[src/rtl/alu_cmd_sequencer_if.sv]
// -----------------------------------------------------------------------------
// alu_cmd_sequencer_if
// Bundles the three handshakes of the ALU command sequencer:
//   cmd_*  : tagged command push (valid/ready) from the command source
//   alu_*  : start/done handshake towards the tinyalu datapath
//   rsp_*  : tagged result return (valid/ready)
//   busy, cmd_count : status
// Modports:
//   slave  - the sequencer itself
//   master - the environment (command source, ALU and response sink)
// -----------------------------------------------------------------------------
interface alu_cmd_sequencer_if #(
    parameter int WIDTH = 8,
    parameter int DEPTH = 4,
    parameter int TAG_W = 4
);
    localparam int CNT_W = $clog2(DEPTH + 1);

    // command push
    logic               cmd_valid;
    logic               cmd_ready;
    logic [2:0]         cmd_op;
    logic [WIDTH-1:0]   cmd_a;
    logic [WIDTH-1:0]   cmd_b;
    logic [TAG_W-1:0]   cmd_tag;

    // ALU handshake
    logic               alu_start;
    logic [2:0]         alu_op;
    logic [WIDTH-1:0]   alu_a;
    logic [WIDTH-1:0]   alu_b;
    logic               alu_done;
    logic [2*WIDTH-1:0] alu_result;

    // response return
    logic               rsp_valid;
    logic               rsp_ready;
    logic [TAG_W-1:0]   rsp_tag;
    logic [2:0]         rsp_op;
    logic [2*WIDTH-1:0] rsp_result;
    logic               rsp_err;

    // status
    logic               busy;
    logic [CNT_W-1:0]   cmd_count;

    modport slave (
        input  cmd_valid, cmd_op, cmd_a, cmd_b, cmd_tag,
        input  alu_done, alu_result,
        input  rsp_ready,
        output cmd_ready,
        output alu_start, alu_op, alu_a, alu_b,
        output rsp_valid, rsp_tag, rsp_op, rsp_result, rsp_err,
        output busy, cmd_count
    );

    modport master (
        output cmd_valid, cmd_op, cmd_a, cmd_b, cmd_tag,
        output alu_done, alu_result,
        output rsp_ready,
        input  cmd_ready,
        input  alu_start, alu_op, alu_a, alu_b,
        input  rsp_valid, rsp_tag, rsp_op, rsp_result, rsp_err,
        input  busy, cmd_count
    );
endinterface

[src/rtl/alu_cmd_sequencer.sv]
// -----------------------------------------------------------------------------
// alu_cmd_sequencer
// Command front-end for the tinyalu datapath. Tagged commands are buffered in
// a DEPTH-entry FIFO, issued to the ALU one at a time over start/done, and the
// tagged results are returned over a valid/ready response port. Opcode 000
// (no_op) completes locally without touching the ALU.
//
// Ports:
//   clk    - single clock, rising edge
//   reset  - synchronous, active-high
//   bus    - alu_cmd_sequencer_if.slave (cmd_*, alu_*, rsp_*, busy, cmd_count)
//
// Optional feature:
//   ALU_CMD_TIMEOUT_EN - when defined, an ISSUE that sees no alu_done for
//   TIMEOUT cycles is abandoned and answered with rsp_err=1, rsp_result=0.
//   When undefined, ISSUE waits indefinitely and rsp_err is always 0.
// -----------------------------------------------------------------------------
module alu_cmd_sequencer #(
    parameter int WIDTH   = 8,
    parameter int DEPTH   = 4,
    parameter int TAG_W   = 4,
    parameter int TIMEOUT = 64
) (
    input  logic                      clk,
    input  logic                      reset,
    alu_cmd_sequencer_if.slave        bus
);
    localparam int PTR_W = $clog2(DEPTH);
    localparam int CNT_W = $clog2(DEPTH + 1);
    localparam logic [CNT_W-1:0] FULL_CNT = CNT_W'(DEPTH);

    if ((DEPTH < 2) || ((DEPTH & (DEPTH - 1)) != 0)) begin : g_bad_depth
        $error("alu_cmd_sequencer: DEPTH must be a power of two >= 2");
    end
    if (TIMEOUT < 1) begin : g_bad_timeout
        $error("alu_cmd_sequencer: TIMEOUT must be >= 1");
    end

    typedef struct packed {
        logic [2:0]       op;
        logic [WIDTH-1:0] a;
        logic [WIDTH-1:0] b;
        logic [TAG_W-1:0] tag;
    } entry_t;

    typedef enum logic [1:0] {
        S_IDLE,
        S_ISSUE,
        S_RESP
    } state_t;

    state_t             r_state;
    state_t             w_state_nxt;

    entry_t             r_mem [DEPTH];
    logic [PTR_W-1:0]   r_wptr;
    logic [PTR_W-1:0]   r_rptr;
    logic [CNT_W-1:0]   r_count;

    logic [2:0]         r_alu_op;
    logic [WIDTH-1:0]   r_alu_a;
    logic [WIDTH-1:0]   r_alu_b;

    logic [TAG_W-1:0]   r_rsp_tag;
    logic [2:0]         r_rsp_op;
    logic [2*WIDTH-1:0] r_rsp_result;
    logic               r_rsp_err;

    entry_t             w_head;
    logic               w_empty;
    logic               w_full;
    logic               w_push;
    logic               w_pop;
    logic               w_head_noop;
    logic               w_tmo;

    assign w_head      = r_mem[r_rptr];
    assign w_empty     = (r_count == '0);
    assign w_full      = (r_count == FULL_CNT);
    assign w_head_noop = (w_head.op == 3'b000);
    // cmd_ready depends only on occupancy, never on a same-cycle pop
    assign w_push      = bus.cmd_valid && !w_full;

    // -------------------------------------------------------------------------
    // ISSUE watchdog
    // -------------------------------------------------------------------------
`ifdef ALU_CMD_TIMEOUT_EN
    localparam int TMO_W = $clog2(TIMEOUT + 1);
    localparam logic [TMO_W-1:0] TMO_LAST = TMO_W'(TIMEOUT - 1);

    logic [TMO_W-1:0] r_tmo_cnt;

    // Counts ISSUE cycles from 0; expiry on the TIMEOUT-th cycle keeps
    // alu_start high for exactly TIMEOUT cycles.
    always_ff @(posedge clk) begin
        if (reset || (r_state != S_ISSUE)) begin
            r_tmo_cnt <= '0;
        end else begin
            r_tmo_cnt <= r_tmo_cnt + 1'b1;
        end
    end

    // alu_done is checked first in the datapath, so a done on the expiry
    // edge still completes normally.
    assign w_tmo = (r_state == S_ISSUE) && (r_tmo_cnt == TMO_LAST);
`else
    assign w_tmo = 1'b0;
`endif

    // -------------------------------------------------------------------------
    // FSM
    // -------------------------------------------------------------------------
    always_ff @(posedge clk) begin
        if (reset) begin
            r_state <= S_IDLE;
        end else begin
            r_state <= w_state_nxt;
        end
    end

    always_comb begin
        w_state_nxt = r_state;
        w_pop       = 1'b0;
        unique case (r_state)
            S_IDLE: begin
                if (!w_empty) begin
                    w_pop       = 1'b1;
                    w_state_nxt = w_head_noop ? S_RESP : S_ISSUE;
                end
            end
            S_ISSUE: begin
                if (bus.alu_done || w_tmo) begin
                    w_state_nxt = S_RESP;
                end
            end
            S_RESP: begin
                if (bus.rsp_ready) begin
                    if (!w_empty) begin
                        w_pop       = 1'b1;
                        w_state_nxt = w_head_noop ? S_RESP : S_ISSUE;
                    end else begin
                        w_state_nxt = S_IDLE;
                    end
                end
            end
            default: w_state_nxt = S_IDLE;
        endcase
    end

    // -------------------------------------------------------------------------
    // FIFO
    // -------------------------------------------------------------------------
    // Storage needs no reset; emptiness is defined by the pointers/count.
    always_ff @(posedge clk) begin
        if (w_push) begin
            r_mem[r_wptr] <= '{op: bus.cmd_op, a: bus.cmd_a, b: bus.cmd_b, tag: bus.cmd_tag};
        end
    end

    always_ff @(posedge clk) begin
        if (reset) begin
            r_wptr  <= '0;
            r_rptr  <= '0;
            r_count <= '0;
        end else begin
            if (w_push) r_wptr <= r_wptr + 1'b1;
            if (w_pop)  r_rptr <= r_rptr + 1'b1;
            unique case ({w_push, w_pop})
                2'b10:   r_count <= r_count + 1'b1;
                2'b01:   r_count <= r_count - 1'b1;
                default: r_count <= r_count;
            endcase
        end
    end

    // -------------------------------------------------------------------------
    // ALU operand and response registers
    // -------------------------------------------------------------------------
    always_ff @(posedge clk) begin
        if (reset) begin
            r_alu_op     <= '0;
            r_alu_a      <= '0;
            r_alu_b      <= '0;
            r_rsp_tag    <= '0;
            r_rsp_op     <= '0;
            r_rsp_result <= '0;
            r_rsp_err    <= 1'b0;
        end else if (w_pop) begin
            // Response fields are staged at pop; they are only visible as a
            // response once the FSM reaches RESP. A no_op leaves result at 0.
            r_rsp_tag    <= w_head.tag;
            r_rsp_op     <= w_head.op;
            r_rsp_result <= '0;
            r_rsp_err    <= 1'b0;
            if (!w_head_noop) begin
                r_alu_op <= w_head.op;
                r_alu_a  <= w_head.a;
                r_alu_b  <= w_head.b;
            end
        end else if (r_state == S_ISSUE) begin
            if (bus.alu_done) begin
                r_rsp_result <= bus.alu_result;
            end else if (w_tmo) begin
                r_rsp_err <= 1'b1;
            end
        end
    end

    // -------------------------------------------------------------------------
    // Outputs
    // -------------------------------------------------------------------------
    assign bus.cmd_ready  = !w_full;
    assign bus.alu_start  = (r_state == S_ISSUE);
    assign bus.alu_op     = r_alu_op;
    assign bus.alu_a      = r_alu_a;
    assign bus.alu_b      = r_alu_b;
    assign bus.rsp_valid  = (r_state == S_RESP);
    assign bus.rsp_tag    = r_rsp_tag;
    assign bus.rsp_op     = r_rsp_op;
    assign bus.rsp_result = r_rsp_result;
    assign bus.rsp_err    = r_rsp_err;
    assign bus.busy       = (r_state != S_IDLE) || !w_empty;
    assign bus.cmd_count  = r_count;

endmodule

[src/flat_wrapper.sv]
// flat-port wrapper written by rule: the top's interface ports become plain ports
module alu_cmd_sequencer_flat 
#(
    parameter int WIDTH   = 8,
    parameter int DEPTH   = 4,
    parameter int TAG_W   = 4,
    parameter int TIMEOUT = 64
)
  (clk, reset, bus_cmd_valid, bus_cmd_op, bus_cmd_a, bus_cmd_b, bus_cmd_tag, bus_alu_done, bus_alu_result, bus_rsp_ready, bus_cmd_ready, bus_alu_start, bus_alu_op, bus_alu_a, bus_alu_b, bus_rsp_valid, bus_rsp_tag, bus_rsp_op, bus_rsp_result, bus_rsp_err, bus_busy, bus_cmd_count);
  alu_cmd_sequencer_if #(.WIDTH(WIDTH), .DEPTH(DEPTH), .TAG_W(TAG_W)) bus_i ();
  input  logic clk;
  input  logic reset;
  input wire logic [$bits(bus_i.cmd_valid)-1:0] bus_cmd_valid;
  input wire logic [$bits(bus_i.cmd_op)-1:0] bus_cmd_op;
  input wire logic [$bits(bus_i.cmd_a)-1:0] bus_cmd_a;
  input wire logic [$bits(bus_i.cmd_b)-1:0] bus_cmd_b;
  input wire logic [$bits(bus_i.cmd_tag)-1:0] bus_cmd_tag;
  input wire logic [$bits(bus_i.alu_done)-1:0] bus_alu_done;
  input wire logic [$bits(bus_i.alu_result)-1:0] bus_alu_result;
  input wire logic [$bits(bus_i.rsp_ready)-1:0] bus_rsp_ready;
  output wire logic [$bits(bus_i.cmd_ready)-1:0] bus_cmd_ready;
  output wire logic [$bits(bus_i.alu_start)-1:0] bus_alu_start;
  output wire logic [$bits(bus_i.alu_op)-1:0] bus_alu_op;
  output wire logic [$bits(bus_i.alu_a)-1:0] bus_alu_a;
  output wire logic [$bits(bus_i.alu_b)-1:0] bus_alu_b;
  output wire logic [$bits(bus_i.rsp_valid)-1:0] bus_rsp_valid;
  output wire logic [$bits(bus_i.rsp_tag)-1:0] bus_rsp_tag;
  output wire logic [$bits(bus_i.rsp_op)-1:0] bus_rsp_op;
  output wire logic [$bits(bus_i.rsp_result)-1:0] bus_rsp_result;
  output wire logic [$bits(bus_i.rsp_err)-1:0] bus_rsp_err;
  output wire logic [$bits(bus_i.busy)-1:0] bus_busy;
  output wire logic [$bits(bus_i.cmd_count)-1:0] bus_cmd_count;
  assign bus_i.cmd_valid = bus_cmd_valid;
  assign bus_i.cmd_op = bus_cmd_op;
  assign bus_i.cmd_a = bus_cmd_a;
  assign bus_i.cmd_b = bus_cmd_b;
  assign bus_i.cmd_tag = bus_cmd_tag;
  assign bus_i.alu_done = bus_alu_done;
  assign bus_i.alu_result = bus_alu_result;
  assign bus_i.rsp_ready = bus_rsp_ready;
  assign bus_cmd_ready = bus_i.cmd_ready;
  assign bus_alu_start = bus_i.alu_start;
  assign bus_alu_op = bus_i.alu_op;
  assign bus_alu_a = bus_i.alu_a;
  assign bus_alu_b = bus_i.alu_b;
  assign bus_rsp_valid = bus_i.rsp_valid;
  assign bus_rsp_tag = bus_i.rsp_tag;
  assign bus_rsp_op = bus_i.rsp_op;
  assign bus_rsp_result = bus_i.rsp_result;
  assign bus_rsp_err = bus_i.rsp_err;
  assign bus_busy = bus_i.busy;
  assign bus_cmd_count = bus_i.cmd_count;
  alu_cmd_sequencer #(.WIDTH(WIDTH), .DEPTH(DEPTH), .TAG_W(TAG_W), .TIMEOUT(TIMEOUT)) u_core (.clk(clk), .reset(reset), .bus(bus_i));
endmodule
[config.mk]
export PLATFORM = sky130hd
export DESIGN_NAME = alu_cmd_sequencer_flat
export DESIGN_NICKNAME = d
export VERILOG_FILES = /design/src/rtl/alu_cmd_sequencer_if.sv /design/src/rtl/alu_cmd_sequencer.sv /design/src/flat_wrapper.sv
export SDC_FILE = /design/constraint.sdc
export NUM_CORES = 1
export LEC_CHECK = 0
export CAP_MARGIN = 15
export CORE_UTILIZATION = 52
export DETAILED_ROUTE_END_ITERATION = 7
export PLACE_DENSITY = 0.78
export SLEW_MARGIN = 10
export SYNTH_ARGS = -nofsm -noshare
export SYNTH_HDL_FRONTEND = slang
export SYNTH_SLANG_ARGS = --single-unit
[constraint.sdc]
create_clock -name clk -period 3.4 [get_ports clk]
set_input_delay 0.68 -clock clk [delete_from_list [all_inputs] [get_ports clk]]
set_output_delay 0.68 -clock clk [all_outputs]
set_load 0.02 [all_outputs]
Word-level counts from Yosys, hierarchy flattened
Memory sizes are Yosys's and may differ from the RTL's. A register that Yosys moved wholly into a read port is not among the register bits.
Cells that the tools add are included.
{"block": "classes", "addsub": 4, "n_eq_ne": 8, "muxes": 14, "bitwise_logic": 1, "n_reduce_logical": 13}
{"cell": "two-way mux 2 bit", "n": 7}
{"cell": "logical NOT 3 bit", "n": 2}
{"cell": "!= test 2 bit (second input constant)", "n": 3}
{"cell": "one-hot mux 2 bit (3 select lines)", "n": 1}
{"cell": "one-hot mux 3 bit (2 select lines)", "n": 1}
{"cell": "adder 2 x 1 -> 2 bit (second input constant)", "n": 2}
{"cell": "== test 2 x 1 -> 1 bit (second input constant)", "n": 2}
{"cell": "== test 2 bit (second input constant)", "n": 2}
{"cell": "two-way mux 1 bit", "n": 4}
{"cell": "AND reduction 2 bit", "n": 2}
{"cell": "nonzero test 2 bit", "n": 2}
{"cell": "adder 3 x 1 -> 3 bit (second input constant)", "n": 1}
{"cell": "== test 3 bit (second input constant)", "n": 1}
{"cell": "AND reduction 3 bit", "n": 1}
{"cell": "subtractor 3 x 1 -> 3 bit (second input constant)", "n": 1}
{"cell": "logical NOT 1 bit", "n": 2}
{"cell": "logical NOT 2 bit", "n": 1}
{"cell": "one-hot mux 1 bit (2 select lines)", "n": 1}
{"cell": "OR reduction 2 bit", "n": 1}
{"cell": "logical AND 1 bit", "n": 1}
{"cell": "logical OR 1 bit", "n": 1}
{"cell": "NOT 1 bit", "n": 1}
{"block": "word_totals", "ff_bits": 51, "mem_bits_rw": 92, "inputBits": 44, "out_inout_bits": 50, "word_cells": 51, "mem_count": 1}
{"name": "u_core.r_mem", "depth": 4, "word_bits": 23, "rd": 1, "rd_ports_with_merged_regs": 1, "write_ports": 1, "line_no": "alu_cmd_sequencer.sv:55", "text": "entry_t r_mem [DEPTH];"}

Longest topological paths before layout
Gate-level depths: netlist (run 1).
{"block": "depth", "ltp_word": 6, "mapped_depth": 10, "ltp_nobuf": 9}

Least setup slack after synthesis (run 1)
Ideal clock, no wire load.
{"block": "synth_timing", "kind": "in2reg", "startpoint": "in bus_rsp_ready", "endpoint": "reg u_core.r_count[2] (netlist: u_core.bus.cmd_count[2])", "setup_time_ps": 70, "arrival_time_ps": 2554, "required_ps": 3330, "slack_ps": 776, "cell_stages": 10, "path_buffers": 1, "cell_sequence": "nand2b_1 nand3b_1 clkinv_1 clkbuf_1 ha_1 inv_1 fa_1 xor2_1 or3_1 a21oi_1"}
{"block": "synth_between", "elab_chain_cells": 4}
{"item": "from (decl)", "line_no": "flat_wrapper.sv:20", "text": "input wire logic [$bits(bus_i.rsp_ready)-1:0] bus_rsp_ready;"}
{"item": "two-way mux 1 bit (*)", "line_no": "alu_cmd_sequencer.sv:137", "text": "if (bus.rsp_ready) begin"}
{"item": "one-hot mux 1 bit (2 select lines) (*)", "line_no": "alu_cmd_sequencer.sv:124", "text": "unique case (r_state)"}
{"item": "named net u_core.w_pop", "line_no": "alu_cmd_sequencer.sv:73", "text": "logic w_pop;"}
{"item": "== test 2 x 1 -> 1 bit / == test 2 bit (equally long branches)", "line_no": "alu_cmd_sequencer.sv:168", "text": "unique case ({w_push, w_pop})"}
{"item": "one-hot mux 3 bit (2 select lines) / nonzero test 2 bit (equally long branches)"}
{"item": "to (signal assigned)", "line_no": "alu_cmd_sequencer.sv:169", "text": "2'b10: r_count <= r_count + 1'b1;"}
{"item": "to (signal assigned)", "line_no": "alu_cmd_sequencer.sv:170", "text": "2'b01: r_count <= r_count - 1'b1;"}
{"item": "to (signal assigned)", "line_no": "alu_cmd_sequencer.sv:171", "text": "default: r_count <= r_count;"}
{"item": "to (decl)", "line_no": "alu_cmd_sequencer.sv:58", "text": "logic [CNT_W-1:0] r_count;"}
Mark *: on every way through the listed nets, which the timed path passes. The rest lies on a longest branch.
A chain may end at the register's enable or synchronous reset.

Final worst setup path (run 1)
{"block": "layout_timing", "startpoint": "reg u_core.r_count[2] (netlist: u_core.bus.cmd_count[2])", "endpoint": "out bus_busy"}
{"block": "layout_between", "elab_chain_cells": 3}
{"item": "logical NOT 3 bit", "line_no": "alu_cmd_sequencer.sv:78", "text": "assign w_empty = (r_count == '0);"}
{"item": "logical NOT 1 bit"}
{"item": "logical OR 1 bit", "line_no": "alu_cmd_sequencer.sv:222", "text": "assign bus.busy = (r_state != S_IDLE) || !w_empty;"}
{"item": "to (decl)", "line_no": "flat_wrapper.sv:31", "text": "output wire logic [$bits(bus_i.busy)-1:0] bus_busy;"}
Every way passes these cells.

==> reports/metrics.csv, run 1 <==
metric,value,unit
status,"complete, no violations",
Final Max Slew Viols,0,
crit end category,output pin,
GRT Total Usage,22.9,%
FILL cells,653,
Net Sw Frac,32.2,%
synth unique cells,33,
post-route cell area,0.00705,mm²
Site Rows,36,
antenna-violating nets left,0,
"Clk Latency, worst-skew pair",0.52,ns
Die H,104,µm
Seq pwr share,38.5,%
cell area after synthesis,0.00540,mm²
total power,0.00609,W
Final Worst Setup Slack,0.588,ns
"Req. time, crit path",2.72,ns
Worst-path clk slew,0.06,ns
largest net degree at the start of global routing,32,
vias in the first global route,3521,
Area contributors post-synth,"edfxtp_1 (51%), dfxtp_1 (20%), mux4_2 (9.6%), a21oi_1 (4.3%), nand2_1 (3.5%)",
DRC violation count after routing,0,
Detailed Place HPWL,6700,µm
Static Leak,2.37,nW
Post-Route WL,11800,µm
CTS Buffer Depth,2,
Vias/cell,5.54,
CORE AREA,0.00991,mm²
layout overhead on the synthesized area,30.6,%
net switching power,0.00196,W
CTS sink cnt,145,
antenna cell count,0,
largest area contributor in the netlist,edfxtp_1,
io pins,94,
relative slew slack,47.9,%
final setup fails,0,
DP Area,0.00644,mm²
global-route wire length before repair,18500,µm
Setup CP Type,register to output pin,
clock buffer count from CTS,17,
die area,0.0108,mm²
synthesis-stage register bit count,145,
most frequent cells in the layout,"clkdlybuf4s50_1 (92), edfxtp_1 (92), dfxtp_1 (53)",
fmax,356,MHz
Cell Pwr Density,864,mW/mm²
Initial Util,54.5,%
Cell Int Power,0.00413,W
hold_buf cts,0,
Cells after Synth,372,
DRT iter0 DRCs,276,
setup TNS,0,ns
worst-path maximum fanout,5,
Clock Skew,0.0103,ns
Root Driver,clkbuf_8,
Yosys top cell area share,51.2,%
Die Width,104,µm
Post-Syn Area per Cell,14.5,µm²
synthesized net count,422,
Avg WL per Cell,19.1,µm
routed via count,3415,
postcts setup bufs,0,
Peak VDD IR,0.000446,V
port bufs,92,
max-cap viol count,0,
Total Nets Final,520,
part of the power in combinational logic,30.6,%
hold crit path type,register to register,
clock power share,30.9,%
post-layout min period,2.81,ns
Hold Crit Start,u_core.bus.rsp_op[1],
H-Tree Depth,4,
Final Hold Vio Count,0,
DR pass1 iterations,5,
residual overflow from global routing,0,
share of the yosys chip area belonging to registers,70.8,%
pre-CTS WS,0.626,ns
unrepaired setup endpoints after global routing,false,
CTS tree,done,
Critical path origin,u_core.bus.cmd_count[2],
Syn. warnings,0,
initial antenna violation count,0,
crit start category,register,
worst-margin pin slew,0.780,ns
post_cts resized,0,
CP arrival,2.13,ns
gpl congestion,0.764,
Final period util,82.7,%
share of cells above drive strength 1,13.9,%
-- cell families (layout without fill, tap and decap cells) --
kind of cell / after synthesis / after routing / synth area share [%]
xor+xnor: 4 / 4 / 0.649
buf+inv: 31 / 142 / 2.71
flops: 145 / 145 / 70.8
other cells: 1 / 1 / 0.0695
mux: 23 / 23 / 9.59
fa+ha+maj: 6 / 6 / 1.53
compound gates: 69 / 69 / 6.63
simple gates: 93 / 93 / 8.00
-- routing by layer --
layer	up-vias	GRT usage [%]	wire length [µm]
met2	160	39.9	6090
li1	1566	-	-
met1	1672	27.4	4700
met3	17	6.39	828
met4	0	8.06	155
met5	-	0	0
-- synthesized netlist by cell type --
master and instances:
nand3_1 16, o21ai_0 20, buf_2 2, and2_1 2
o31ai_1 1, clkinv_1 1, xnor2_1 2, mux4_2 23
nand2b_1 2, dfxtp_1 53, nor2b_1 2, nor2_1 8
conb_1 1, edfxtp_1 92, or3b_1 1, and2b_1 1
buf_1 1, ha_1 5, nand3b_1 1, xor2_1 2
clkbuf_2 1, inv_1 7, clkbuf_1 15, nand2_1 50
o221ai_2 1, buf_6 3, a21oi_1 46, o21ai_1 1
buf_4 1, nor3_4 1, or3_1 5, and3_1 4
fa_1 1
-- layout make-up --
type | instances | area (µm²) | share of cell area [%]
Clock inverter | 14 | 179 | 2.54
Sequential cell | 145 | 3820 | 54.2
Timing Repair Buffer | 102 | 996 | 14.1
Clock buffer | 18 | 428 | 6.07
Inverter | 8 | 30.0 | 0.426
Multi-Input combinational cell | 196 | 1430 | 20.3
Tap cell | 133 | 166 | 2.36
-- state kept, by name, summed over array words and instances (netlist names), named ones only --
register / flops
u_core.bus.rsp_tag: 4
u_core.r_state: 2
u_core.bus.rsp_op: 3
u_core.bus.alu_a: 8
u_core.bus.cmd_count: 3
u_core.r_mem: 92
u_core.bus.rsp_result: 16
u_core.bus.alu_op: 3
u_core.r_rptr: 2
u_core.r_wptr: 2
u_core.bus.alu_b: 8
-- power groups by stage --
| stage | logic [W] | registers [W] | clock network (W) |
|---|---|---|---|
| after floorplan | 0.00102 | 0.00250 | 0 |
| after detailed placement | 0.00182 | 0.00238 | 0 |
| final | 0.00187 | 0.00235 | 0.00188 |
| after global placement | 0.00179 | 0.00237 | 0 |
| after global routing | 0.00201 | 0.00238 | 0.00198 |
| after CTS | 0.00187 | 0.00235 | 0.00189 |
-- stage by stage --
step                hold slack, ns  instances  utilization (%)
CTS                          0.455        616             71.2
global placement             0.443        584             65.0
floorplan                    0.459        372                -
global route                 0.478        616             71.2
detailed placement           0.447        584             65.0
finish                       0.454        616             71.2
-- worst max-delay path, stage by stage (launching register included) --
cell and delay, ns:
dfxtp_1 0.35, or3_1 0.40, or3_1 0.32, clkdlybuf4s50_1 0.55
-- path summary, 6_finish.rpt --
kind	endpoint	slack, ns	depth (start not counted)
worst max-delay path	bus_busy	0.59	3
worst min register to register	u_core.bus.rsp_op[1]	0.45	2
worst min-delay path	u_core.bus.rsp_op[1]	0.45	2
worst max register to register	u_core.bus.alu_b[6]	0.84	4
(Power assumes the default switching activity.)
==> run 2: changes to the inputs <==
--- a/config.mk
+++ b/config.mk
@@ -6,9 +6,9 @@
 export NUM_CORES = 1
 export LEC_CHECK = 0
 export CAP_MARGIN = 15
-export CORE_UTILIZATION = 52
+export CORE_UTILIZATION = 47
 export DETAILED_ROUTE_END_ITERATION = 7
-export PLACE_DENSITY = 0.78
+export PLACE_DENSITY = 0.74
 export SLEW_MARGIN = 10
 export SYNTH_ARGS = -nofsm -noshare
 export SYNTH_HDL_FRONTEND = slang
==> constraint.sdc (replaced) <==
create_clock -name clk -period 2.3 [get_ports clk]
set_input_delay 0.46 -clock clk [delete_from_list [all_inputs] [get_ports clk]]
set_output_delay 0.46 -clock clk [all_outputs]
set_load 0.02 [all_outputs]
==> reports/metrics.csv, run 2 (synthesis gave the netlist of run 1 again) <==
metric,value,unit,change
status,"complete, no violations",,unchanged
R2R cell count,9,,was 4
Cell Int Power,0.00637,W,was 0.00413 W
residual overflow from global routing,0,,unchanged
DRT iter0 DRCs,300,,was 276
Die Width,109,µm,was 104 µm
"Req. time, crit path",1.84,ns,was 2.72 ns
largest register by flop count,u_core.r_mem,,unchanged
Final Hold Vio Count,0,,unchanged
Final period util,96.3,%,
Initial Util,48.9,%,was 54.5%
Util after Layout,65.8,%,was 71.2%
Root Driver,clkbuf_16,,was clkbuf_8
unrepaired setup endpoints after global routing,false,,unchanged
io pins,94,,unchanged
port bufs,92,,unchanged
global-route wire length before repair,16900,µm,was 18500 µm
Worst-path clk slew,0.05,ns,was 0.06 ns
Cell Pwr Density,1260,mW/mm²,was 864 mW/mm²
hold crit path type,register to register,,unchanged
share of cells above drive strength 1,17.7,%,was 13.9%
hold_buf cts,0,,unchanged
relative slew slack,62.6,%,was 47.9%
routed via count,3420,,was 3415
antenna-violating nets left,0,,unchanged
CTS sink cnt,145,,unchanged
CTS Buffer Depth,2,,unchanged
largest net degree at the start of global routing,38,,was 32
worst hold slack,0.451,ns,was 0.454 ns
layout overhead on the synthesized area,34.4,%,was 30.6%
antenna cell count,0,,unchanged
most frequent cells in the layout,"edfxtp_1 (92), clkdlybuf4s50_1 (90), nand2_1 (50)",,"was clkdlybuf4s50_1 (92), edfxtp_1 (92), dfxtp_1 (53)"
"most common cell after layout, fill and taps aside",edfxtp_1,,
Setup CP Type,register to output pin,,unchanged
vias in the first global route,3404,,was 3521
crit end category,output pin,,unchanged
clock power share,30.1,%,was 30.9%
Static Leak,2.46,nW,was 2.37 nW
Post-Route WL,10900,µm,was 11800 µm
CTS tree,done,,unchanged
clock buffer count from CTS,17,,unchanged
Peak VDD IR,0.000603,V,was 0.000446 V
Site Rows,38,,was 36
max FFs per register,92,,unchanged
total power,0.00913,W,was 0.00609 W
post-layout min period,2.22,ns,
Vias/cell,5.38,,was 5.54
final setup fails,0,,unchanged
initial antenna violation count,0,,unchanged
Total Nets Final,533,,was 520
max-cap viol count,0,,unchanged
DR pass1 iterations,5,,unchanged
critical path cell sequence,or3_1 -> or3_1 -> clkdlybuf4s15_1,,was or3_1 -> or3_1 -> clkdlybuf4s50_1
Avg WL per Cell,17.2,µm,was 19.1 µm
Worst path most repeated cell,or3_1,,unchanged
Die H,109,µm,was 104 µm
Crit path largest cell delay,0.39,ns,was 0.55 ns
die area,0.0119,mm²,was 0.0108 mm²
DRC violation count after routing,0,,unchanged
gpl congestion,0.725,,was 0.764
hold depth,2,,unchanged
H-Tree Depth,4,,unchanged
CP max stage cell,or3_1,,was clkdlybuf4s50_1
net switching power,0.00276,W,was 0.00196 W
Detailed Place HPWL,6850,µm,was 6700 µm
Seq pwr share,37.8,%,was 38.5%
GRT Total Usage,19.7,%,was 22.9%
crit start category,register,,unchanged
CORE AREA,0.0110,mm²,was 0.00991 mm²
CP arrival,1.76,ns,was 2.13 ns
"Clk Latency, worst-skew pair",0.40,ns,was 0.52 ns
part of the power in combinational logic,32.1,%,was 30.6%
Net Sw Frac,30.2,%,was 32.2%
worst-path maximum fanout,5,,unchanged
fmax,451,MHz,
worst-margin pin slew,0.560,ns,was 0.780 ns
Clock Skew,0.00649,ns,was 0.0103 ns
Final Max Slew Viols,0,,unchanged
-- run 2: per-layer routing --
metal / part of all wire (%) / wire length (µm) / up-vias / track usage [%]
li1: - / - / 1599 / -
met2: 51 / 5560 / 126 / 34.2
met3: 6.8 / 741 / 8 / 5.14
met5: 0 / 0 / - / 0
met1: 42 / 4540 / 1687 / 23.3
met4: 0.65 / 71 / 0 / 7.71
-- run 2: what timing repair did --
action / CTS / global route
setup endpoints to repair: 2 / 2
resized for setup: 2 / 10
setup buffers: 0 / 2
pin swaps: 0 / 5
-- run 2: final cells by class --
cell class / count / area (µm²)
inverters: 8 / 32.5
fillers: 826 / 3780
multi-input cells: 196 / 1470
clock buffers: 28 / 538
repair buffers: 115 / 1140
clock inverters: 4 / 70.1
flip-flops and latches: 145 / 3830
well taps: 140 / 175
-- run 2: power by group through the flow --
stage | clock (W) | sequential, W | combinational, W
finish | 0.00275 | 0.00345 | 0.00293
global route | 0.00290 | 0.00349 | 0.00318
CTS | 0.00279 | 0.00345 | 0.00287
detailed placement | 0 | 0.00350 | 0.00285
global placement | 0 | 0.00348 | 0.00279
floorplan | 0 | 0.00370 | 0.00153
-- run 2: critical path: cells and delay by family (launching register included) --
family	cells	cell delay [ns]
AND/OR/NAND/NOR	2	0.71
flip-flops	1	0.35
buffers and inverters	1	0.31
-- run 2: final timing paths --
kind / from / slack (ns) / to
setup / recovery: u_core.bus.cmd_count[2] / 0.08 / bus_busy
setup reg to reg: u_core.bus.cmd_count[1] / 0.10 / u_core.bus.cmd_count[2]
hold / removal: u_core.bus.rsp_result[10] / 0.45 / u_core.bus.rsp_result[10]
hold reg to reg: u_core.bus.rsp_result[10] / 0.45 / u_core.bus.rsp_result[10]
-- run 2: metrics by stage --
stage | TNS (ns) | std cells | worst slack [ns] | instance area, µm²
2_1_floorplan | 0 | 372 | 0.00245 | 5410
3_3_place_gp | -0.141 | 602 | -0.141 | 6600
3_5_place_dp | -0.204 | 602 | -0.204 | 6600
4_1_cts | 0 | 634 | 0.0195 | 7200
5_1_grt | 0 | 636 | 0.0124 | 7250
6_report | 0 | 636 | 0.0842 | 7250
